## config.mk

```make
export PLATFORM = sky130hd
export DESIGN_NAME = wb_master_bridge
export DESIGN_NICKNAME = d
export VERILOG_FILES = /design/src/rtl/wb_pkg.sv /design/src/rtl/wb_timeout_cnt.sv /design/src/rtl/wb_master_bridge.sv
export SDC_FILE = /design/constraint.sdc
export NUM_CORES = 1
export LEC_CHECK = 0
export BUFFER_PORTS_ARGS = -buffer_cell sky130_fd_sc_hd__buf_2
export CAP_MARGIN = 20
export CORE_ASPECT_RATIO = 0.9
export CORE_MARGIN = 5
export CORE_UTILIZATION = 49
export DETAILED_ROUTE_END_ITERATION = 16
export PLACE_DENSITY = 0.81
export SLEW_MARGIN = 10
export SYNTH_ARGS = -nofsm -noshare
export SYNTH_HDL_FRONTEND = slang
export SYNTH_HIERARCHICAL = 1
export SYNTH_SLANG_ARGS = --single-unit
export TNS_END_PERCENT = 30
```

## constraint.sdc

```tcl
create_clock -name wb_clk_i -period 2.72 [get_ports wb_clk_i]
set_clock_uncertainty 0.05 [all_clocks]
set_input_delay 0.408 -clock wb_clk_i [delete_from_list [all_inputs] [get_ports wb_clk_i]]
set_output_delay 0.408 -clock wb_clk_i [all_outputs]
set_load 0.1 [all_outputs]
```

## src/rtl/wb_pkg.sv

```systemverilog
// Shared types and constants for the Wishbone master bridge.
package wb_pkg;

    // Bridge controller states
    typedef enum logic [1:0] {
        IDLE = 2'd0,
        REQ  = 2'd1,
        RSP  = 2'd2
    } wb_state_t;

    // Base addresses of the user-area slaves reachable through the bridge
    localparam logic [31:0] UART_BASE = 32'h3000_0000;
    localparam logic [31:0] RAM_BASE  = 32'h3800_0000;

    // One response beat as presented to the command source
    localparam int RSP_DAT_W = 32;
    typedef struct packed {
        logic [RSP_DAT_W-1:0] dat;
        logic                 err;
        logic                 last;
    } wb_rsp_t;

endpackage

```

## src/rtl/wb_timeout_cnt.sv

```systemverilog
// Wait counter for a pending strobe; flags expiry once it reaches TIMEOUT.
// TIMEOUT = 0 disables expiry entirely.
module wb_timeout_cnt #(
    parameter int TIMEOUT = 255
) (
    input  logic clk,
    input  logic rst_n,
    input  logic clear,
    input  logic enable,
    output logic expired
);

    localparam int CNT_W = (TIMEOUT > 0) ? $clog2(TIMEOUT + 1) : 1;

    logic [CNT_W-1:0] cnt_q;
    logic [CNT_W-1:0] cnt_d;

    assign expired = (TIMEOUT != 0) && (cnt_q == CNT_W'(TIMEOUT));

    // Next count: clear wins, then count up while enabled and not yet expired
    always_comb begin
        cnt_d = cnt_q;
        if (clear) begin
            cnt_d = '0;
        end else if (enable && !expired) begin
            cnt_d = cnt_q + CNT_W'(1);
        end
    end

    // Counter register
    always_ff @(posedge clk or negedge rst_n) begin
        if (!rst_n) begin
            cnt_q <= '0;
        end else begin
            cnt_q <= cnt_d;
        end
    end

endmodule

```

## src/rtl/wb_master_bridge.sv

```systemverilog
// Wishbone classic-cycle initiator: turns valid/ready commands into single or
// incrementing-burst read/write cycles and returns one response per beat.
module wb_master_bridge
    import wb_pkg::*;
#(
    parameter int ADR_W   = 32,
    parameter int DAT_W   = 32,
    parameter int LEN_W   = 4,
    parameter int TIMEOUT = 255
) (
    input  logic               wb_clk_i,
    input  logic               wb_rst_ni,
    input  logic               cmd_valid,
    output logic               cmd_ready,
    input  logic               cmd_we,
    input  logic [ADR_W-1:0]   cmd_adr,
    input  logic [DAT_W-1:0]   cmd_dat,
    input  logic [DAT_W/8-1:0] cmd_sel,
    input  logic [LEN_W-1:0]   cmd_len,
    output logic               rsp_valid,
    input  logic               rsp_ready,
    output logic [DAT_W-1:0]   rsp_dat,
    output logic               rsp_err,
    output logic               rsp_last,
    output logic               busy,
    output logic               wbm_cyc_o,
    output logic               wbm_stb_o,
    output logic               wbm_we_o,
    output logic [DAT_W/8-1:0] wbm_sel_o,
    output logic [ADR_W-1:0]   wbm_adr_o,
    output logic [DAT_W-1:0]   wbm_dat_o,
    input  logic [DAT_W-1:0]   wbm_dat_i,
    input  logic               wbm_ack_i,
    input  logic               wbm_err_i
);

    localparam int BYTES = DAT_W / 8;

    wb_state_t          state_q, state_d;
    logic               we_q, we_d;
    logic [ADR_W-1:0]   adr_q, adr_d;
    logic [DAT_W-1:0]   dat_q, dat_d;
    logic [BYTES-1:0]   sel_q, sel_d;
    logic [LEN_W-1:0]   cnt_q, cnt_d;
    logic [DAT_W-1:0]   rsp_dat_q, rsp_dat_d;
    logic               rsp_err_q, rsp_err_d;
    logic               rsp_last_q, rsp_last_d;
    logic               rsp_valid_q, rsp_valid_d;
    logic               cyc_q, cyc_d;
    logic               stb_q, stb_d;
    logic               cmd_ready_q, cmd_ready_d;
    logic               busy_q, busy_d;
    logic               expired;

    wb_timeout_cnt #(
        .TIMEOUT (TIMEOUT)
    ) u_timeout (
        .clk     (wb_clk_i),
        .rst_n   (wb_rst_ni),
        .clear   (state_q != REQ),
        .enable  (state_q == REQ),
        .expired (expired)
    );

    // Next state, captured command/response data, and the registered outputs
    // derived from where the controller will be on the next cycle
    always_comb begin
        state_d   = state_q;
        we_d      = we_q;
        adr_d     = adr_q;
        dat_d     = dat_q;
        sel_d     = sel_q;
        cnt_d     = cnt_q;
        rsp_dat_d = rsp_dat_q;
        rsp_err_d = rsp_err_q;

        case (state_q)
            IDLE: begin
                if (cmd_valid) begin
                    we_d    = cmd_we;
                    adr_d   = cmd_adr;
                    dat_d   = cmd_dat;
                    sel_d   = cmd_sel;
                    cnt_d   = cmd_len;
                    state_d = REQ;
                end
            end
            REQ: begin
                if (wbm_err_i) begin
                    rsp_dat_d = '0;
                    rsp_err_d = 1'b1;
                    state_d   = RSP;
                end else if (wbm_ack_i) begin
                    rsp_dat_d = we_q ? '0 : wbm_dat_i;
                    rsp_err_d = 1'b0;
                    state_d   = RSP;
                end else if (expired) begin
                    rsp_dat_d = '0;
                    rsp_err_d = 1'b1;
                    state_d   = RSP;
                end
            end
            RSP: begin
                if (rsp_ready) begin
                    if (rsp_last_q) begin
                        state_d = IDLE;
                    end else begin
                        cnt_d   = cnt_q - LEN_W'(1);
                        adr_d   = adr_q + ADR_W'(BYTES);
                        state_d = REQ;
                    end
                end
            end
            default: begin
                state_d = IDLE;
            end
        endcase

        cmd_ready_d = (state_d == IDLE);
        busy_d      = (state_d != IDLE);
        stb_d       = (state_d == REQ);
        rsp_valid_d = (state_d == RSP);
        cyc_d       = (state_d == REQ) ||
                      ((state_d == RSP) && (cnt_d != '0) && !rsp_err_d);
        rsp_last_d  = (state_d == RSP) && ((cnt_d == '0) || rsp_err_d);
    end

    // State, datapath and output registers; reset drops the bus at once
    always_ff @(posedge wb_clk_i or negedge wb_rst_ni) begin
        if (!wb_rst_ni) begin
            state_q     <= IDLE;
            we_q        <= 1'b0;
            adr_q       <= '0;
            dat_q       <= '0;
            sel_q       <= '0;
            cnt_q       <= '0;
            rsp_dat_q   <= '0;
            rsp_err_q   <= 1'b0;
            rsp_last_q  <= 1'b0;
            rsp_valid_q <= 1'b0;
            cyc_q       <= 1'b0;
            stb_q       <= 1'b0;
            cmd_ready_q <= 1'b1;
            busy_q      <= 1'b0;
        end else begin
            state_q     <= state_d;
            we_q        <= we_d;
            adr_q       <= adr_d;
            dat_q       <= dat_d;
            sel_q       <= sel_d;
            cnt_q       <= cnt_d;
            rsp_dat_q   <= rsp_dat_d;
            rsp_err_q   <= rsp_err_d;
            rsp_last_q  <= rsp_last_d;
            rsp_valid_q <= rsp_valid_d;
            cyc_q       <= cyc_d;
            stb_q       <= stb_d;
            cmd_ready_q <= cmd_ready_d;
            busy_q      <= busy_d;
        end
    end

    assign cmd_ready = cmd_ready_q;
    assign busy      = busy_q;
    assign rsp_valid = rsp_valid_q;
    assign rsp_dat   = rsp_dat_q;
    assign rsp_err   = rsp_err_q;
    assign rsp_last  = rsp_last_q;
    assign wbm_cyc_o = cyc_q;
    assign wbm_stb_o = stb_q;
    assign wbm_we_o  = we_q;
    assign wbm_sel_o = sel_q;
    assign wbm_adr_o = adr_q;
    assign wbm_dat_o = dat_q;

endmodule
```

### Yosys cells after proc, flatten, opt, wreduce, memory -nomap -nowiden

Cells that the tools add are included.

* bits in registers: 122
* latch bits: 0
* RAM bits: 0
* bits in read-only memories: 0
* input port bits: 111
* output and inout bits: 108
* logic and storage cells: 71
* memories kept: 0

* add/sub/neg operators: 3
* multiply operators: 0
* divide/modulo/power cells: 0
* $lt $le $gt $ge: 0
* eq/ne operators: 9
* shifts and indexed selects: 0
* mux-type cells: 25
* bitwise logic cells: 0
* reductions and logical operators: 19

Operators with widths (number)
* 32-bit two-way mux: 7
* 32-bit case mux with 2 select lines: 1
* 32-bit by 3-bit adder with 32-bit output (second input constant): 1
* 8-bit two-way mux: 2
* 4-bit two-way mux: 3
* 2-bit two-way mux: 5
* 8-bit by 1-bit adder with 8-bit output (second input constant): 1
* 8-bit == test (second input constant): 1
* 4-bit case mux with 2 select lines: 1
* 2-bit inequality test (second input constant): 3
* 2-bit case mux with 3 select lines: 1
* 2-bit nonzero test: 3
* 1-bit two-way mux: 5
* 2-bit by 1-bit == test with 1-bit output (second input constant): 2
* 2-bit == test (second input constant): 2
* 1-bit logical AND: 4
* 2-bit zero test: 2
* 4-bit zero test: 1
* 2-bit AND reduction: 2
* 4-bit AND reduction: 1
* 4-bit nonzero test: 1
* 4-bit by 1-bit subtractor with 4-bit output (second input constant): 1
* 3-bit nonzero test: 1
* 1-bit zero test: 2
* 2 further kinds: 3

### Longest topological paths before layout

Gate-level depths: netlist of run 1.

* depth in word-level cells: 9
* mapped depth: 9
* mapped depth without buffers: 8

### Modules after synthesis

The synthesis of run 1 kept the hierarchy.

By module, submodules not included
* wb_master_bridge: instances 1, cells an instance 596, area an instance 5230.0 um^2
* wb_timeout_cnt: instances 1, cells an instance 47, area an instance 469.2 um^2

### Worst setup path after synthesis of run 1

OpenSTA, ideal clock, no wires.

* kind: reg2reg
* from: register adr_q[2], in the netlist wbm_adr_o[2]
* to: register adr_q[18], in the netlist wbm_adr_o[18]
* setup time: 0.079 ns
* arrival: 2.428 ns
* required time: 2.591 ns
* slack: 0.163 ns
* stages on the path, launching flop included: 7
* cells stage by stage: dfrtp_1 > ha_1 > nand3_1 > nor4_2 > a41o_2 > a21oi_1 > a21oi_1

* longest elaborated chain between the ends: 4

Ends and longest elaborated chain
* from (decl): line wb_master_bridge.sv:41 `logic [ADR_W-1:0] adr_q, adr_d;`
* from (signal assigned): line wb_master_bridge.sv:148 `adr_q <= adr_d;`
* 32-bit by 3-bit adder with 32-bit output: line wb_master_bridge.sv:109 `adr_d = adr_q + ADR_W'(BYTES);`
* 32-bit two-way mux: line wb_master_bridge.sv:105 `if (rsp_last_q) begin`
* 32-bit two-way mux: line wb_master_bridge.sv:104 `if (rsp_ready) begin`
* 32-bit case mux with 2 select lines: line wb_master_bridge.sv:77 `case (state_q)`

No other way between the ends. The select of a mux whose other input is x is not followed.
A chain may end at the register's enable or synchronous reset.

### Final worst setup path of run 1

* from: register u_timeout.cnt_q[0]
* to: register rsp_last_q, in the netlist rsp_last

* longest elaborated chain between the ends: 7

Ends and longest elaborated chain
* from (decl): line wb_timeout_cnt.sv:15 `logic [CNT_W-1:0] cnt_q;`
* from (signal assigned): line wb_timeout_cnt.sv:35 `cnt_q <= cnt_d;`
* 8-bit == test: line wb_timeout_cnt.sv:18 `assign expired = (TIMEOUT != 0) && (cnt_q == CNT_W'(TIMEOUT));`
* via expired: line wb_master_bridge.sv:53 `logic expired;`
* 2-bit two-way mux: line wb_master_bridge.sv:97 `end else if (expired) begin`
* 2-bit two-way mux: line wb_master_bridge.sv:93 `end else if (wbm_ack_i) begin`
* 2-bit two-way mux: line wb_master_bridge.sv:89 `if (wbm_err_i) begin`
* 2-bit case mux with 3 select lines: line wb_master_bridge.sv:77
* via state_d[1]: line wb_master_bridge.sv:39 `wb_state_t state_q, state_d;`
* 2-bit == test: line wb_master_bridge.sv:125 `rsp_last_d = (state_d == RSP) && ((cnt_d == '0) || rsp_err_d);`
* 1-bit logical AND: line wb_master_bridge.sv:125
* via rsp_last_d: line wb_master_bridge.sv:47 `logic rsp_last_q, rsp_last_d;`
* to (signal assigned): line wb_master_bridge.sv:154 `rsp_last_q <= rsp_last_d;`
* to (decl): line wb_master_bridge.sv:47

The timed path passes the listed nets, and every way through them passes these cells.

==> flow_metrics.tcl, run 1 <==
set metrics [dict create \
    clock_latency_ps 400 \
    synth_cells 643 \
    root_buffer "clkbuf_16" \
    endpoint_kind "flip-flop" \
    cts.path.max_buffers 2 \
    drv_slew 0 \
    die_w_um 124 \
    final_min_period_over_clock_period 0.828 \
    netlist_area_sq_um 5700 \
    antenna_found_initial 0 \
    crit_chain "ha_1, and4_4, and2_2, nor3_1, nand2b_2, o21ai_0, nor2b_1, a22o_1" \
    finalWirelength_mm 15.8 \
    detail_route.vias_per_cell 5.25 \
    dpl.hpwl_mm 11.5 \
    numPortBuffers 218 \
    criticalPathCategory "flip-flop to flip-flop" \
    tightest_slew_ps 751 \
    clk_pin_slew_ps 60 \
    grt_pass1_vias 5085 \
    met1_length_mm 6.64 \
    yosys_warnings 6 \
    grt_pass1_wl_mm 25.0 \
    cts_sinks 122 \
    avgSynthCellArea_sq_um 8.86 \
    start_util 0.498 \
    dr_wl_met2_mm 7.70 \
    ys.flop_type "dfrtp_1" \
    synth_nets 757 \
    ys_ff_latch 122 \
    n_antenna_cell 0 \
    first_pass_iters 5 \
    finalHoldViolCount 0 \
    critical_path_arrival_ps 2490 \
    setup_viol 0 \
    crit_fanout 6 \
    ant_nets 0 \
    hp-class "input port to flip-flop" \
    grt_usage 0.225 \
    critPathMaxStageDelay_ps 420 \
    postCtsHoldBufs 1 \
    die_area_sq_um 13900 \
    wl_per_cell_um 15.3 \
    post_cts_buffers 0 \
    vias 5391 \
    fmaxAchievable_ghz 0.444 \
    overflow 0 \
    maxCapViolCount 0 \
    coreArea_sq_um 11400 \
    htreeDepth 4 \
    rsz0062_at_grt "no" \
    seq_area_frac_synth 0.536 \
    drive_gt1_frac 0.332 \
    fin_nets 973 \
    synth_cell_type_count 65 \
    cts-resized-gates 0 \
    wl_met3_mm 1.06 \
    drtIter0Drc 343 \
    cp.required_ps 2960 \
    cts_buffers 17 \
    cp.buffers_inverters 0 \
    num_rows 37 \
    status "complete, no violations" \
    area_growth_pct 33.7 \
    timing.final.crit_period_ps 2250 \
    place.gp.congestion 0.911 \
    die_y_um 112 \
    cts_tree "done" \
    drc 0 \
    startpoint_type "flip-flop" \
    ys_async_sr_fraction 1.00 \
    ios 219 \
    setup_tns_ps 0 \
    cpMaxStageDelayCell "dfrtp_1" \
    path_delay_family "simple AND/OR/NAND/NOR gates" \
    relSlewSlack 0.495 \
    top_layer "met4" \
    synth_edf_count 0 \
    grt_start_max_net_pins 66 \
    hold-worst-slack_ps 141 \
]
==> worst register-to-register path, delay by kind of cell, from the launching register on <==
family                     cells  cell delay, ps
DFF                            1             420
adders and majority gates      1             280
AOI/OAI and AO/OA              2             350
and+or+nand+nor                5            1050
==> worst paths after layout <==
| kind | startpoint | to | slack (ps) | depth (start not counted) |
|---|---|---|---|---|
| worst max register to register | u_timeout/cnt_q[0] | rsp_last | 470 | 8 |
| worst max-delay path | u_timeout/cnt_q[0] | rsp_last | 470 | 8 |
| worst min register to register | wbm_sel_o[3] | wbm_sel_o[3] | 420 | 2 |
| min in group asynchronous | wb_rst_ni | wbm_adr_o[18] | 450 | 2 |
| max in group asynchronous | wb_rst_ni | wbm_sel_o[3] | 1400 | 3 |
| worst min-delay path | cmd_dat[22] | wbm_dat_o[22] | 140 | 3 |
==> cells in the mapped netlist, types with 3 or more instances <==
| cell type | instances | area [sq um] |
|---|---|---|
| and2_1 | 3 | 18.8 |
| buf_1 | 3 | 11.3 |
| ha_1 | 3 | 37.5 |
| nor2_1 | 31 | 116 |
| o22ai_1 | 9 | 56.3 |
| a2bb2oi_1 | 3 | 26.3 |
| nand3_1 | 15 | 75.1 |
| nor3_1 | 9 | 45.0 |
| a21oi_1 | 30 | 150 |
| dfrtp_1 | 121 | 3030 |
| a22oi_1 | 4 | 30.0 |
| clkbuf_1 | 25 | 93.8 |
| nand4_1 | 8 | 50.1 |
| a32oi_1 | 3 | 26.3 |
| a31oi_1 | 7 | 43.8 |
| buf_2 | 9 | 45.0 |
| nor4_1 | 5 | 31.3 |
| a211oi_1 | 9 | 67.6 |
| nand2_1 | 208 | 781 |
| o22a_1 | 6 | 52.6 |
| nor2b_1 | 4 | 25.0 |
| nand2b_1 | 8 | 50.1 |
| inv_1 | 12 | 45.0 |
| o21ai_0 | 51 | 255 |
| and3_1 | 6 | 37.5 |
| a311oi_1 | 5 | 43.8 |
==> metal layers <==
layer | GRT usage | vias to the layer above
met5 | 0 | -
met4 | 0.0856 | 0
met3 | 0.0499 | 25
met2 | 0.371 | 172
met1 | 0.289 | 2545
li1 | - | 2649
==> area by class of cell <==
class                           instances  area [sq um]
Timing Repair Buffer                  236          1270
Sequential cell                       122          3050
Inverter                               12          45.0
Clock inverter                         13           170
Tap cell                              156           195
Fill cell                             959          3810
Clock buffer                           18           439
Multi-Input combinational cell        470          2450
==> layout by cell type, fill, tap and decap left out, drive strengths merged, types with 3 or more instances in the layout <==
cell type    n
nand2b       9
a22oi        5
a211oi      10
nor2b        4
ha           3
a31oi        7
buf        235
inv         13
nor3         9
and3         6
a311oi       5
and4         3
bufinv       3
clkbuf      18
o22a         6
nor3b        3
a2bb2oi      3
nand4        8
nand3       16
a32oi        3
clkinv       3
nor2        31
a21oi       30
dfrtp      121
nand2      209
nor4         7
clkinvlp     6
and2         4
o21ai       51
o22ai        9
==> kinds of logic (layout without fill, tap and decap cells) <==
family,Yosys count,after routing,share of synthesized area
simple gates,319,319,0.253
compound gates,145,145,0.161
flops,122,122,0.536
buf+inv,51,279,0.0371
fa+ha+maj,3,3,0.00659
mux,3,3,0.00637
==> sequential cells by signal (all words and copies together), names as in the netlist, 2 cells and up <==
| signal | count |
|---|---|
| u_timeout/cnt_q | 8 |
| cnt_q | 4 |
| rsp_dat | 32 |
| wbm_adr_o | 32 |
| wbm_sel_o | 4 |
| wbm_dat_o | 32 |
| state_q | 2 |
==> through the flow <==
| stage | worst slack [ps] | cell area, sq um | utilization | cells |
|---|---|---|---|---|
| after floorplan | 163 | 5700 | - | 643 |
| after global placement | 552 | 7000 | 0.612 | 995 |
| after detailed placement | 537 | 7000 | 0.612 | 995 |
| after CTS | 498 | 7620 | 0.667 | 1027 |
| after global routing | 329 | 7620 | 0.667 | 1027 |
| final | 468 | 7620 | 0.667 | 1027 |
Power of run 1 is not shown: default switching activity piles up to over one toggle a cycle in this logic, so the estimate is an artifact.
==> inputs of run 2 (changes only) <==
Settings changed: ABC_AREA set to 1, CORE_UTILIZATION 49 to 45, PLACE_DENSITY 0.81 to 0.77.
Clock period 2.72 ns to 2.01 ns, I/O delays scaled along.
==> run 2 against run 1 <==
Compared with the run above:
- setup slack worse by 280 ps
- first-iteration DRC count up 36%
- final cell count up 19%
- via count up 13%
- global-route usage up 0.22 points
- synthesized cell count up 27%
- non-clock buffer count down 2
- critical path type unchanged
==> flow_metrics.tcl, run 2 <==
set metrics [dict create \
    htreeDepth 4 \
    cts_sinks 122 \
    critPathMaxStageDelay_ps 390 \
    yosys.area.top_type_share 0.497 \
    die_y_um 120 \
    grt_pass1_wl_mm 29.3 \
    relSlewSlack 0.662 \
    cp.required_ps 2230 \
    wl_per_cell_um 14.5 \
    synth_cells 817 \
    cts.path.max_buffers 2 \
    criticalPathCategory "flip-flop to flip-flop" \
    root_buffer "clkbuf_16" \
    final_min_period_over_clock_period 0.904 \
    hp-class "input port to flip-flop" \
    crit_chain "ha_1, nand2_2, nor2_4, nand2_4, inv_1, nor2_1, nand2_1, nand2_2, buf_12, nand2_1, o21ai_0" \
    coreArea_sq_um 13300 \
    startpoint_type "flip-flop" \
    n_antenna_cell 0 \
    ant_nets 0 \
    clock_latency_ps 410 \
    hold_start "cmd_adr[1]" \
    cts_tree "done" \
    status "complete, no violations" \
    seq_area_frac_synth 0.501 \
    num_rows 40 \
    vias 6109 \
    final_common_cell "nand2_1" \
    place.gp.congestion 0.933 \
    r2r.worst_path.cells 11 \
    ios 219 \
    clk_pin_slew_ps 60 \
    detail_route.vias_per_cell 5.00 \
    grt_usage 0.228 \
    endpoint_kind "flip-flop" \
    ys.flop_type "dfrtp_1" \
    synth_nets 931 \
    rrSetupSlack_ps 190 \
    dpl.hpwl_mm 13.2 \
    cts_buffers 17 \
    numPortBuffers 218 \
    antenna_found_initial 1 \
    finalWorstSetupSlack_ps 193 \
    fmaxAchievable_ghz 0.550 \
    die_w_um 133 \
    tightest_slew_ps 511 \
    synth_most_common_cell "nand2_1" \
    yosys.area.top_type "dfrtp_1" \
    area_growth_pct 32.2 \
    fillers 1224 \
    synth_cell_type_count 36 \
    first_pass_iters 5 \
    fin_nets 1155 \
    seq_area_sq_um 3070 \
    finalWirelength_mm 17.7 \
    avgSynthCellArea_sq_um 7.46 \
    start_util 0.458 \
    drv_slew 0 \
    synth_edf_count 0 \
    drive_gt1_frac 0.295 \
    ys_ff_latch 122 \
    cp.buffers_inverters 2 \
    critical_path_arrival_ps 2040 \
    ys_async_sr_fraction 1.00 \
    timing.final.crit_period_ps 1820 \
    synth_top_cells_by_count "nand2_1, dfrtp_1, nor2_1" \
    drc 0 \
    synth_area_leaders "dfrtp_1, nand2_1, nor2_1" \
    r2r_start "u_timeout/cnt_q[1]" \
    yosys_warnings 6 \
    die_area_sq_um 16000 \
    hold-worst-slack_ps 28.8 \
    netlist_area_sq_um 6100 \
    min_to "wbm_adr_o[1]" \
    grt_pass1_vias 6001 \
    grt_start_max_net_pins 65 \
    setup_viol 0 \
    overflow 0 \
    path_delay_family "simple AND/OR/NAND/NOR gates" \
    maxCapViolCount 0 \
    hold_path_depth 3 \
    finalHoldViolCount 0 \
    place_ws_ps 73.1 \
    drtIter0Drc 465 \
    r2r-end "rsp_dat[30]" \
    crit_fanout 64 \
    post_cts_buffers 0 \
    final_cell_mix "nand2_1, buf_2, dfrtp_1" \
    multi_input_area_sq_um 2650 \
    cpMaxStageDelayCell "dfrtp_1" \
]
## run 2: cell count changes after synthesis, moves of 9 or more
cell | before | now
inv_1 | 12 | 60
a21oi_1 | 30 | 13
clkbuf_1 | 25 | 9
nand3_1 | 15 | 38
nor2_1 | 31 | 86
a211oi_1 | 9 | 0
nand2_1 | 208 | 331
## run 2: kinds of logic after synthesis
kind of cell | share of synthesized area
AO/OA/AOI/OAI | 0.0806
adder cells (fa/ha/maj) | 0.00616
XOR/XNOR | 0.00862
buffers and inverters | 0.0677
AND/OR/NAND/NOR | 0.336
flip-flops | 0.501
## run 2: stage by stage
stage          setup TNS (ps)  instance area [sq um]  std cells  utilization
3_3_place_gp                0                   7430       1189        0.558
4_1_cts                     0                   8050       1222        0.604
6_report                    0                   8060       1222        0.606
2_1_floorplan           -37.4                   6120        817            -
3_5_place_dp                0                   7430       1189        0.558
5_1_grt                 -3.13                   8060       1222        0.606
## run 2: what timing repair did
item | in CTS | in global routing
hold endpoints to repair | 23 | 0
setup endpoints to repair | 0 | 3
hold buffers | 1 | 0
resized for setup | 0 | 3
## run 2: worst max-delay path by stage
stage	start	to	slack (ps)	cells after the start
global placement	u_timeout/cnt_q[0]	busy	150	13
CTS	u_timeout/cnt_q[1]	wbm_cyc_o	60	13
floorplan	wbm_adr_o[16]	wbm_adr_o[21]	-40	9
global route	u_timeout/cnt_q[1]	busy	-3	13
finish	u_timeout/cnt_q[1]	rsp_dat[30]	190	11
detailed placement	u_timeout/cnt_q[1]	wbm_cyc_o	70	13
## run 2: cell type report
class,count,share of cell area
Clock inverter,14,0.0209
Sequential cell,122,0.381
Timing Repair Buffer,234,0.155
Tap cell,168,0.0261
Multi-Input combinational cell,597,0.329
Inverter,69,0.0329
Clock buffer,18,0.0545
## run 2: worst register-to-register path: cells and delay by family (launching register included)
family                     cells  cell delay, ps
buffers and inverters          2             280
and+or+nand+nor                7             660
DFF                            1             390
adders and majority gates      1             200
AOI/OAI and AO/OA              1             100
## run 2: routing by layer
metal  wire length (um)  track usage  up-vias
met5                 13            0        -
met1               7510        0.294     2762
met4                401       0.0857        2
li1                   -            -     3021
met3               1610       0.0720       39
met2               8130        0.360      285
Power of run 2 is left out for the same reason.
